`config.mk`:
```
export PLATFORM = sky130hd
export DESIGN_NAME = instr_decode_queue
export DESIGN_NICKNAME = d
export VERILOG_FILES = /design/src/rtl/instr_decode_queue.sv
export SDC_FILE = /design/constraint.sdc
export NUM_CORES = 1
export LEC_CHECK = 0
export CAP_MARGIN = 40
export CORE_ASPECT_RATIO = 0.75
export CORE_MARGIN = 1
export CORE_UTILIZATION = 52
export CTS_CLUSTER_DIAMETER = 60
export DETAILED_ROUTE_END_ITERATION = 8
export HOLD_SLACK_MARGIN = 0.1
export PLACE_DENSITY = 0.86
export SYNTH_ARGS = -nofsm -noshare
export SYNTH_HDL_FRONTEND = slang
export SYNTH_SLANG_ARGS = --single-unit
```
`constraint.sdc`:
```
create_clock -name clk -period 7.3 [get_ports clk]
set_clock_uncertainty 0.1 [all_clocks]
set_input_delay 0.73 -clock clk [delete_from_list [all_inputs] [get_ports clk]]
set_output_delay 0.73 -clock clk [all_outputs]
set_load 0.005 [all_outputs]
```
`src/rtl/instr_decode_queue.sv`:
```
// Decode stage for OP-IMM/LUI/AUIPC (and OP when DECODER_OP_REG_EN is defined),
// buffering decoded records in a DEPTH-entry FIFO in front of execute.
module instr_decode_queue #(
   parameter int DEPTH = 2,
   parameter int CW    = $clog2(DEPTH + 1)
) (
   input  logic          clk,
   input  logic          rst,
   input  logic          in_valid,
   output logic          in_ready,
   input  logic [31:0]   in_instr,
   input  logic [31:0]   in_pc,
   input  logic          flush,
   output logic          out_valid,
   input  logic          out_ready,
   output logic [2:0]    out_kind,
   output logic [3:0]    out_func,
   output logic [4:0]    out_rd,
   output logic [4:0]    out_rs1,
   output logic [4:0]    out_rs2,
   output logic [31:0]   out_imm,
   output logic [31:0]   out_pc,
   output logic          out_illegal,
   output logic [CW-1:0] count
);

   localparam int AW = (DEPTH > 1) ? $clog2(DEPTH) : 1;

   localparam logic [AW-1:0] PTR_ONE  = AW'(1);
   localparam logic [CW-1:0] CNT_ONE  = CW'(1);
   localparam logic [CW-1:0] CNT_FULL = CW'(DEPTH);

   localparam logic [6:0] OPC_OP_IMM = 7'b0010011;
   localparam logic [6:0] OPC_LUI    = 7'b0110111;
   localparam logic [6:0] OPC_AUIPC  = 7'b0010111;
   localparam logic [6:0] OPC_OP_REG = 7'b0110011;

   localparam logic [6:0] F7_BASE = 7'b0000000;
   localparam logic [6:0] F7_ALT  = 7'b0100000;

   localparam logic [2:0] KIND_UNKNOWN = 3'd0;
   localparam logic [2:0] KIND_OP_IMM  = 3'd1;
   localparam logic [2:0] KIND_LUI     = 3'd2;
   localparam logic [2:0] KIND_AUIPC   = 3'd3;
   localparam logic [2:0] KIND_OP_REG  = 3'd4;

   localparam logic [3:0] FN_ADD  = 4'd0;
   localparam logic [3:0] FN_SUB  = 4'd1;
   localparam logic [3:0] FN_SLT  = 4'd2;
   localparam logic [3:0] FN_SLTU = 4'd3;
   localparam logic [3:0] FN_AND  = 4'd4;
   localparam logic [3:0] FN_OR   = 4'd5;
   localparam logic [3:0] FN_XOR  = 4'd6;
   localparam logic [3:0] FN_SLL  = 4'd7;
   localparam logic [3:0] FN_SRL  = 4'd8;
   localparam logic [3:0] FN_SRA  = 4'd9;

   typedef struct packed {
      logic [2:0]  kind;
      logic [3:0]  func;
      logic [4:0]  rd;
      logic [4:0]  rs1;
      logic [4:0]  rs2;
      logic [31:0] imm;
      logic [31:0] pc;
      logic        illegal;
   } rec_t;

   rec_t            mem_q [DEPTH];
   logic [AW-1:0]   head_q, head_d;
   logic [AW-1:0]   tail_q, tail_d;
   logic [CW-1:0]   count_q, count_d;

   logic [2:0]      dec_kind_s;
   logic [3:0]      dec_func_s;
   logic [4:0]      dec_rd_s, dec_rs1_s, dec_rs2_s;
   logic [31:0]     dec_imm_s;
   logic            dec_illegal_s;
   rec_t            dec_rec_s;
   rec_t            head_rec_s;

   logic            in_ready_s, out_valid_s, push_s, pop_s;

   wire logic [6:0] opcode_s = in_instr[6:0];
   wire logic [2:0] funct3_s = in_instr[14:12];
   wire logic [6:0] funct7_s = in_instr[31:25];

   // Combinational decode of the offered instruction word.
   always_comb begin
      dec_kind_s    = KIND_UNKNOWN;
      dec_func_s    = FN_ADD;
      dec_rd_s      = 5'd0;
      dec_rs1_s     = 5'd0;
      dec_rs2_s     = 5'd0;
      dec_imm_s     = 32'd0;
      dec_illegal_s = 1'b0;
      if (in_instr[1:0] != 2'b11) begin
         dec_illegal_s = 1'b1;
      end else begin
         case (opcode_s)
            OPC_OP_IMM: begin
               dec_kind_s = KIND_OP_IMM;
               dec_rd_s   = in_instr[11:7];
               dec_rs1_s  = in_instr[19:15];
               dec_imm_s  = {{20{in_instr[31]}}, in_instr[31:20]};
               case (funct3_s)
                  3'b000: dec_func_s = FN_ADD;
                  3'b010: dec_func_s = FN_SLT;
                  3'b011: dec_func_s = FN_SLTU;
                  3'b100: dec_func_s = FN_XOR;
                  3'b110: dec_func_s = FN_OR;
                  3'b111: dec_func_s = FN_AND;
                  3'b001: begin
                     dec_func_s = FN_SLL;
                     dec_imm_s  = {27'd0, in_instr[24:20]};
                     if (funct7_s != F7_BASE) begin
                        dec_illegal_s = 1'b1;
                     end else begin
                        dec_illegal_s = 1'b0;
                     end
                  end
                  3'b101: begin
                     dec_imm_s = {27'd0, in_instr[24:20]};
                     if (funct7_s == F7_BASE) begin
                        dec_func_s = FN_SRL;
                     end else if (funct7_s == F7_ALT) begin
                        dec_func_s = FN_SRA;
                     end else begin
                        dec_illegal_s = 1'b1;
                     end
                  end
                  default: dec_illegal_s = 1'b1;
               endcase
            end
            OPC_LUI, OPC_AUIPC: begin
               dec_kind_s = (opcode_s == OPC_LUI) ? KIND_LUI : KIND_AUIPC;
               dec_rd_s   = in_instr[11:7];
               dec_imm_s  = {in_instr[31:12], 12'd0};
            end
`ifdef DECODER_OP_REG_EN
            OPC_OP_REG: begin
               dec_kind_s = KIND_OP_REG;
               dec_rd_s   = in_instr[11:7];
               dec_rs1_s  = in_instr[19:15];
               dec_rs2_s  = in_instr[24:20];
               if (funct7_s == F7_BASE) begin
                  case (funct3_s)
                     3'b000:  dec_func_s = FN_ADD;
                     3'b001:  dec_func_s = FN_SLL;
                     3'b010:  dec_func_s = FN_SLT;
                     3'b011:  dec_func_s = FN_SLTU;
                     3'b100:  dec_func_s = FN_XOR;
                     3'b101:  dec_func_s = FN_SRL;
                     3'b110:  dec_func_s = FN_OR;
                     3'b111:  dec_func_s = FN_AND;
                     default: dec_illegal_s = 1'b1;
                  endcase
               end else if (funct7_s == F7_ALT && funct3_s == 3'b000) begin
                  dec_func_s = FN_SUB;
               end else if (funct7_s == F7_ALT && funct3_s == 3'b101) begin
                  dec_func_s = FN_SRA;
               end else begin
                  dec_illegal_s = 1'b1;
               end
            end
`endif
            default: dec_illegal_s = 1'b1;
         endcase
      end
   end

   // Illegal encodings keep only their PC so the downstream trap can report it.
   always_comb begin
      if (dec_illegal_s) begin
         dec_rec_s         = '0;
         dec_rec_s.pc      = in_pc;
         dec_rec_s.illegal = 1'b1;
      end else begin
         dec_rec_s.kind    = dec_kind_s;
         dec_rec_s.func    = dec_func_s;
         dec_rec_s.rd      = dec_rd_s;
         dec_rec_s.rs1     = dec_rs1_s;
         dec_rec_s.rs2     = dec_rs2_s;
         dec_rec_s.imm     = dec_imm_s;
         dec_rec_s.pc      = in_pc;
         dec_rec_s.illegal = 1'b0;
      end
   end

   assign in_ready_s  = (count_q < CNT_FULL) && !flush;
   assign out_valid_s = (count_q != '0);
   assign push_s      = in_valid && in_ready_s;
   assign pop_s       = out_valid_s && out_ready && !flush;

   // Pointer and occupancy next state; flush overrides any transfer.
   always_comb begin
      head_d  = head_q;
      tail_d  = tail_q;
      count_d = count_q;
      if (flush) begin
         head_d  = '0;
         tail_d  = '0;
         count_d = '0;
      end else begin
         if (push_s) begin
            tail_d = tail_q + PTR_ONE;
         end else begin
            tail_d = tail_q;
         end
         if (pop_s) begin
            head_d = head_q + PTR_ONE;
         end else begin
            head_d = head_q;
         end
         case ({push_s, pop_s})
            2'b10:   count_d = count_q + CNT_ONE;
            2'b01:   count_d = count_q - CNT_ONE;
            default: count_d = count_q;
         endcase
      end
   end

   // Queue pointers and occupancy.
   always_ff @(posedge clk or posedge rst) begin
      if (rst) begin
         head_q  <= '0;
         tail_q  <= '0;
         count_q <= '0;
      end else begin
         head_q  <= head_d;
         tail_q  <= tail_d;
         count_q <= count_d;
      end
   end

   // Entry storage, written at the tail on an accepted transfer.
   always_ff @(posedge clk or posedge rst) begin
      if (rst) begin
         for (int i = 0; i < DEPTH; i++) begin
            mem_q[i] <= '0;
         end
      end else if (push_s) begin
         mem_q[tail_q] <= dec_rec_s;
      end else begin
         mem_q[tail_q] <= mem_q[tail_q];
      end
   end

   assign head_rec_s  = out_valid_s ? mem_q[head_q] : '0;

   assign in_ready    = in_ready_s;
   assign out_valid   = out_valid_s;
   assign out_kind    = head_rec_s.kind;
   assign out_func    = head_rec_s.func;
   assign out_rd      = head_rec_s.rd;
   assign out_rs1     = head_rec_s.rs1;
   assign out_rs2     = head_rec_s.rs2;
   assign out_imm     = head_rec_s.imm;
   assign out_pc      = head_rec_s.pc;
   assign out_illegal = head_rec_s.illegal;
   assign count       = count_q;

endmodule

```
After elaboration in Yosys (flattened, before gate mapping)
Cells that the tools add are included.
{"block": "classes", "n_lt_le_gt_ge": 4, "n_mux": 40, "eq_ne": 14, "n_reduce_logical": 16, "addsub": 4, "bitwise": 2}
{"cell": "two-way mux 87 bit", "n": 9}
{"cell": "bitwise mux 174 bit", "n": 2}
{"cell": "two-way mux 174 bit", "n": 1}
{"cell": "demux 87 bit (select 1 bit)", "n": 1}
{"cell": "two-way mux 32 bit", "n": 2}
{"cell": "one-hot mux 32 bit (2 select lines)", "n": 1}
{"cell": "one-hot mux 4 bit (8 select lines)", "n": 1}
{"cell": "two-way mux 5 bit", "n": 4}
{"cell": "two-way mux 4 bit", "n": 4}
{"cell": "equality test 7 x 5 -> 1 bit (second input constant)", "n": 2}
{"cell": "equality test 7 x 6 -> 1 bit (second input constant)", "n": 2}
{"cell": "equality test 3 bit (second input constant)", "n": 4}
{"cell": "two-way mux 1 bit", "n": 9}
{"cell": "one-hot mux 2 bit (2 select lines)", "n": 2}
{"cell": "zero test 7 bit", "n": 1}
{"cell": "nonzero test 7 bit", "n": 1}
{"cell": "equality test 3 x 2 -> 1 bit (second input constant)", "n": 2}
{"cell": "nonzero test 2 bit", "n": 3}
{"cell": "logical AND 1 bit", "n": 5}
{"cell": ">= comparator 2 bit (second input constant)", "n": 2}
{"cell": "two-way mux 2 bit", "n": 2}
{"cell": "NOT 1 -> 2 bit", "n": 2}
{"cell": "one-hot mux 1 bit (2 select lines)", "n": 2}
{"cell": "OR reduction 2 bit", "n": 2}
{"cell": "other kinds (13)", "n": 14}
{"block": "totals", "reg_bits": 178, "output_inout_bits": 91, "elab_cells": 99}

Longest topological paths before layout
Gate-level depths: netlist of run 1.
{"block": "depth", "word_depth": 9, "ltp_mapped": 7, "ltp_nobuf": 5}

Worst setup path after synthesis of run 1
OpenSTA, ideal clock, no wires.
{"block": "synth_timing", "kind": "flip-flop to output port", "from": "reg head_q", "to": "out out_func[0]", "path_stages_with_launch": 6, "setup_slack_ns": 4.959, "arrival_ns": 1.511, "required_time_ns": 6.470, "path_cell_list": "dfrtp_1 -> clkbuf_1 -> clkbuf_1 -> buf_2 -> mux2i_1 -> nor2_1"}
{"block": "synth_via", "elab_chain_len": 5}
{"element": "start: declaration", "line": "70", "rtl": "logic [AW-1:0] head_q, head_d;"}
{"element": "start signal: assignment", "line": "226", "rtl": "head_q <= '0;"}
{"element": "start signal: assignment", "line": "230", "rtl": "head_q <= head_d;"}
{"element": "NOT 1 -> 2 bit (implied by the code)", "line": "249", "rtl": "assign head_rec_s = out_valid_s ? mem_q[head_q] : '0;"}
{"element": "two-way mux 87 bit (implied by the code) (3 in a row)", "line": "249"}
{"element": "two-way mux 87 bit", "line": "249"}
{"element": "end: declaration", "line": "17", "rtl": "output logic [3:0] out_func,"}
No other way between the ends. The select of a mux whose other input is x is not followed.

Worst setup path after layout of run 1
{"block": "layout_timing", "from": "reg count_q[0] (netlist: count[0])", "to": "out out_valid"}
{"block": "layout_via", "elab_chain_len": 1}
{"element": "start: declaration", "line": "72", "rtl": "logic [CW-1:0] count_q, count_d;"}
{"element": "start signal: assignment", "line": "232", "rtl": "count_q <= count_d;"}
{"element": "nonzero test 2 bit", "line": "191", "rtl": "assign out_valid_s = (count_q != '0);"}
{"element": "end: declaration", "line": "14", "rtl": "output logic out_valid,"}
No other way between the ends.

==> results.toml, run 1 <==
[flow_run]
cap_viol_max_count = 0

[sta]
fin_crit_sh_pct = 48.1
slew_viol_final = 0
max_freq_ghz = 0.285
slew_headroom_pct = 36.2
final.min_clock_period_ns = 3.51
finalHoldViolations = 0
tns_ns = 0
whs_ns = 0.374
tightest_slew_ns = 0.958
finalSetupViolations = 0
grt_setup_unrepaired = "false"

[layout]
layout_common_cells = "nand2_1 (282), dfrtp_1 (177), clkdlybuf4s50_1 (159)"
stdcell_count = 1236
antenna_cells = 0
fillers = 1171
utilization_pct = 69.1
drive_above_1_share_pct = 5.24
final_common_cell = "nand2_1"
syn_to_final_growth_pct = 29.8
fin_nets = 1089

[floorplan]
placementRows = 39
die_y_um = 110
ios = 160
start_util_pct = 53.2
dieWidth_um = 146
die-area_um2 = 16100
core_area_um2 = 15300

[setup_path]
cp-endpoint = "out_valid"
worstPathRequired_ns = 6.47
critPathLaunchType = "flip-flop"
end_kind = "primary output"
reg2reg_depth = 5
rr_endpoint = "mem_q[148]"
criticalPathCategory = "flip-flop to primary output"
reg2reg_from = "count[1]"
worstPathArrival_ns = 2.68
r2r_slack_ns = 4.05
critical_path_peak_fanout = 72
cp-startpoint = "count[0]"

[yosys]
yosysUniqueCellTypes = 33
ys_seq_elements = 178
yosys-top-cells-area = "dfrtp_1 (55%), nand2_1 (13%), mux2i_1 (11%)"
syn_inst = 891
synth_fp_nets = 960
synth_area_leader_cell = "dfrtp_1"
synth_area_per_cell_um2 = 9.13
synth_top_area_share_pct = 54.8
ys_warn_count = 0
yosysSeqAreaShare_pct = 54.8
synth_flop_cell = "dfrtp_1"
synthesis.area_um2 = 8130
ys_async_sr_fraction_pct = 100
synth_edf_count = 0

[drt]
drc = 0
vias = 6693
drt_iter0_markers = 762
dr.pass1.iters = 5
drt-wirelength-per-cell_um = 16.5
wl_um = 20400
vias_per_cell = 5.42
antenna_left = 0

[global_route]
grt_max_degree = 96
grt_pass1_vias = 6379
grt_pass1_wl_um = 33000
overflow = 0
antenna_found_initial = 0
track_usage_pct = 26.5

[clocking]
cts_tree = "built"
root_buffer = "clkbuf_16"
clk_pin_slew_worst_paths_ns = 0.06
clock-sinks = 178
clk_path_buf_depth = 2
cts_hold_buf = 0
htree_levels = 4
cts_resized = 0
post_cts_buffers = 0
numCtsBuffers = 17
clock_latency_ns = 0.41

[worst_hold_path]
hp-class = "flip-flop to flip-flop"
hp-start = "mem_q[17]"

[placed_design]
io_buffers = 159
place.gp.congestion = 0.770
dp_cells = 1206
place_hpwl_um = 12800

[power]
peakVddDrop_mv = 0.160
leakage_uw = 0.00460
powerDensity_nw_per_um2 = 257

[outcome]
status = "completed"
==> cell type report <==
type	count	area, um^2	share of cell area (%)
clock buffers	20	467	4.42
clock inverters	10	181	1.72
inverters	4	20.0	0.190
multi-input cells	647	3440	32.6
flip-flops and latches	178	4460	42.2
well taps	205	256	2.43
repair buffers	172	1730	16.4
==> layer usage <==
layer	track usage [%]	vias to the layer above	wire length [um]
li1	-	3171	-
met1	37.6	3267	9590
met2	41.3	241	9380
met3	6.13	14	1310
met4	6.77	0	163
met5	0	-	0
==> cell usage after synthesis (all sizes together) (2+ instances only) <==
master,instances
o22a,16
a21o,4
a21oi,28
clkbuf,51
o31ai,4
nor3b,2
dfrtp,178
nor2b,4
mux2i,89
xor2,2
xnor2,2
buf,11
nand2,283
nor3,5
inv,4
a32o,10
or3,2
nand3,3
nand2b,2
nor2,119
and2,20
o21ai,46
==> power breakdown <==
group          internal, uW  switching (uW)
clock                   630             362
sequential             1140            89.4
combinational           237             247
==> state kept, by name, summed over array words and instances, names as in the netlist <==
signal and flops:
head_q 1, tail_q 1, mem_q 174, count 2
==> how the worst min path moves through the flow <==
| stage | to | cells after the start |
|---|---|---|
| after CTS | mem_q[99] | 2 |
| after floorplan | mem_q[100] | 2 |
| after global routing | mem_q[7] | 2 |
| final | mem_q[17] | 2 |
| after global placement | mem_q[88] | 2 |
| after detailed placement | mem_q[99] | 2 |
==> kinds of logic (layout without fill, tap and decap cells) <==
kind of cell,count (synthesis),in the layout,synth area share [%]
AND/OR/NAND/NOR,444,444,21.9
flip-flops,178,178,54.8
AO/OA/AOI/OAI,110,110,8.69
multiplexers,89,89,11.0
buffers and inverters,66,206,3.25
XOR/XNOR,4,4,0.431
==> critical path, cell delays in order, from the launching register on <==
cell	delay, ns
dfrtp_1	0.45
nor2_4	0.39
buf_4	0.71
inv_1	0.19
clkdlybuf4s50_1	0.52
==> per-stage QoR <==
stage | total power (uW) | worst slack (ns) | cell area (um^2)
after floorplan | 1520 | 1.64 | 8130
after global placement | 1700 | 3.53 | 9840
after detailed placement | 1720 | 3.42 | 9910
after CTS | 2720 | 3.72 | 10600
after global routing | 2840 | 3.53 | 10600
final | 2710 | 3.79 | 10600
Note: power is estimated with default switching activity, not from simulation.
==> run 2, diff against run 1 <==
--- a/config.mk
+++ b/config.mk
@@ -8,11 +8,11 @@
 export CAP_MARGIN = 40
 export CORE_ASPECT_RATIO = 0.75
 export CORE_MARGIN = 1
-export CORE_UTILIZATION = 52
+export CORE_UTILIZATION = 47
 export CTS_CLUSTER_DIAMETER = 60
 export DETAILED_ROUTE_END_ITERATION = 8
 export HOLD_SLACK_MARGIN = 0.1
-export PLACE_DENSITY = 0.86
+export PLACE_DENSITY = 0.83
 export SYNTH_ARGS = -nofsm -noshare
 export SYNTH_HDL_FRONTEND = slang
 export SYNTH_SLANG_ARGS = --single-unit
==> constraint.sdc (replaced) <==
create_clock -name clk -period 3.03 [get_ports clk]
set_clock_uncertainty 0.1 [all_clocks]
set_input_delay 0.303 -clock clk [delete_from_list [all_inputs] [get_ports clk]]
set_output_delay 0.303 -clock clk [all_outputs]
set_load 0.005 [all_outputs]
==> run 2 against run 1 <==
  * Largest cell class unchanged
  * First-iteration DRC count fell by 33%
  * Flip-flop and latch count did not move
  * Routed wire length increased by 1.8%
  * Cell count up 1.9%
  * Critical path depth is the same
  * Sequential power grew 140%
  * Final area up 1.3%
  * Clock power is 150% higher
  * Power grew 140%
  * Die area up 10%
  * Combinational power increased by 140%
  * Hold slack worse by 0.13 ns
==> results.toml, run 2 (same netlist as run 1, synthesis figures left out) <==
[outcome]
status = "completed"

[global_route]
grt_pass1_vias = 6517
overflow = 0
track_usage_pct = 24.6
grt_max_degree = 64
grt_pass1_wl_um = 34100
antenna_found_initial = 0

[layout]
layout_common_cells = "nand2_1 (282), dfrtp_1 (177), clkdlybuf4s50_1 (159)"
syn_to_final_growth_pct = 31.5
fin_nets = 1101
drive_above_1_share_pct = 6.51
largest_reg_flops = 174
antenna_cells = 0
fillers = 1352
final_common_cell = "nand2_1"
largest_register = "mem_q"
stdcell_count = 1260

[clocking]
clk_path_buf_depth = 2
htree_levels = 4
post_cts_buffers = 0
clock-sinks = 178
numCtsBuffers = 17
cts_resized = 0
root_buffer = "clkbuf_16"
clock_latency_ns = 0.43
clk_pin_slew_worst_paths_ns = 0.06
cts_hold_buf = 0
cts_tree = "built"

[setup_path]
path_depth = 4
reg2reg_from = "count[1]"
cp-startpoint = "head_q"
slowest_delay_ns = 0.83
cp-endpoint = "out_pc[0]"
critPathLaunchType = "flip-flop"
end_kind = "primary output"
r2r_slack_ns = 0.60
path_cells = "buf_4 -> mux2i_1 -> nor2_1 -> clkdlybuf4s50_1"
rr_endpoint = "mem_q[173]"
crit_slowest_cell = "dfrtp_4"
crit_buf_inv = 2
worstPathRequired_ns = 2.63
path_delay_family = "flip-flops"
criticalPathCategory = "flip-flop to primary output"
critical_path_peak_fanout = 32
worstPathArrival_ns = 2.42
reg2reg_depth = 4

[power]
powerDensity_nw_per_um2 = 616
leakage_uw = 0.00467
peakVddDrop_mv = 0.365

[sta]
slew_viol_final = 0
finalSetupViolations = 0
tns_ns = 0
tightest_slew_ns = 0.694
grt_setup_unrepaired = "false"
fin_crit_sh_pct = 93.3
final.min_clock_period_ns = 2.83
finalHoldViolations = 0
slew_headroom_pct = 53.6
max_freq_ghz = 0.354
setup_slack_ns = 0.204

[placed_design]
dp_cells = 1228
place.gp.congestion = 0.799
io_buffers = 159
place_hpwl_um = 13500
place_worst_setup_slack_ns = 0.320

[floorplan]
placementRows = 41
dieWidth_um = 154
ios = 160
die-area_um2 = 17800
die_y_um = 116
start_util_pct = 48.2
core_area_um2 = 16900

[drt]
antenna_left = 0
dr.pass1.iters = 5
drt-wirelength-per-cell_um = 16.5
vias = 6670
vias_per_cell = 5.29
drc = 0
drt_iter0_markers = 507
wl_um = 20800

[flow_run]
cap_viol_max_count = 0

[worst_hold_path]
hp-class = "primary input to async pin"
run 2: worst register-to-register path: stages, from the launching register on:
cell      delay (ns)
dfrtp_1         0.48
nand2b_1        0.35
or3_2           0.77
buf_4           0.39
and2_1          0.23
run 2: report_power, final:
part | total (uW) | leakage, uW | internal, uW | switching (uW)
Sequential | 2970 | 0.00230 | 2750 | 222
Combinational | 1180 | 0.00205 | 589 | 591
Clock | 2440 | 0.000323 | 1480 | 965
Total | 6590 | 0.00467 | 4810 | 1780
run 2: through the flow:
stage / total power (uW) / instance area (um^2) / hold slack [ns] / utilization (%)
after floorplan: 3650 / 8140 / 0.308 / -
after global placement: 4140 / 10000 / 0.357 / 59.5
after detailed placement: 4190 / 10000 / 0.362 / 59.5
after CTS: 6620 / 10700 / 0.251 / 63.4
after global routing: 6910 / 10700 / 0.283 / 63.4
final: 6590 / 10700 / 0.240 / 63.4
run 2: worst min-delay path by stage:
stage	end	slack, ns	cells past startpoint	start
6_report	mem_q[67]	0.24	2	rst
5_1_grt	mem_q[84]	0.28	2	rst
4_1_cts	mem_q[84]	0.25	2	rst
3_5_place_dp	mem_q[4]	0.36	2	mem_q[4]
3_3_place_gp	mem_q[15]	0.36	2	mem_q[15]
2_1_floorplan	mem_q[100]	0.31	2	in_pc[12]
run 2: area by class of cell:
cell class | instances | area [um^2] | area share [%]
sequential | 178 | 4460 | 41.7
clock inverter | 15 | 226 | 2.12
multi-input combinational | 647 | 3440 | 32.2
inverter | 4 | 18.8 | 0.176
clock buffer | 17 | 425 | 3.98
timing repair buffer | 184 | 1850 | 17.3
tap | 215 | 269 | 2.52
run 2: routing by layer:
layer / up-vias / global-route usage, % / part of all wire (%)
met1: 3226 / 35.1 / 47
met4: 0 / 6.27 / 1.3
met5: - / 0 / 0
li1: 3191 / - / -
met3: 30 / 5.72 / 5.6
met2: 223 / 38.3 / 46
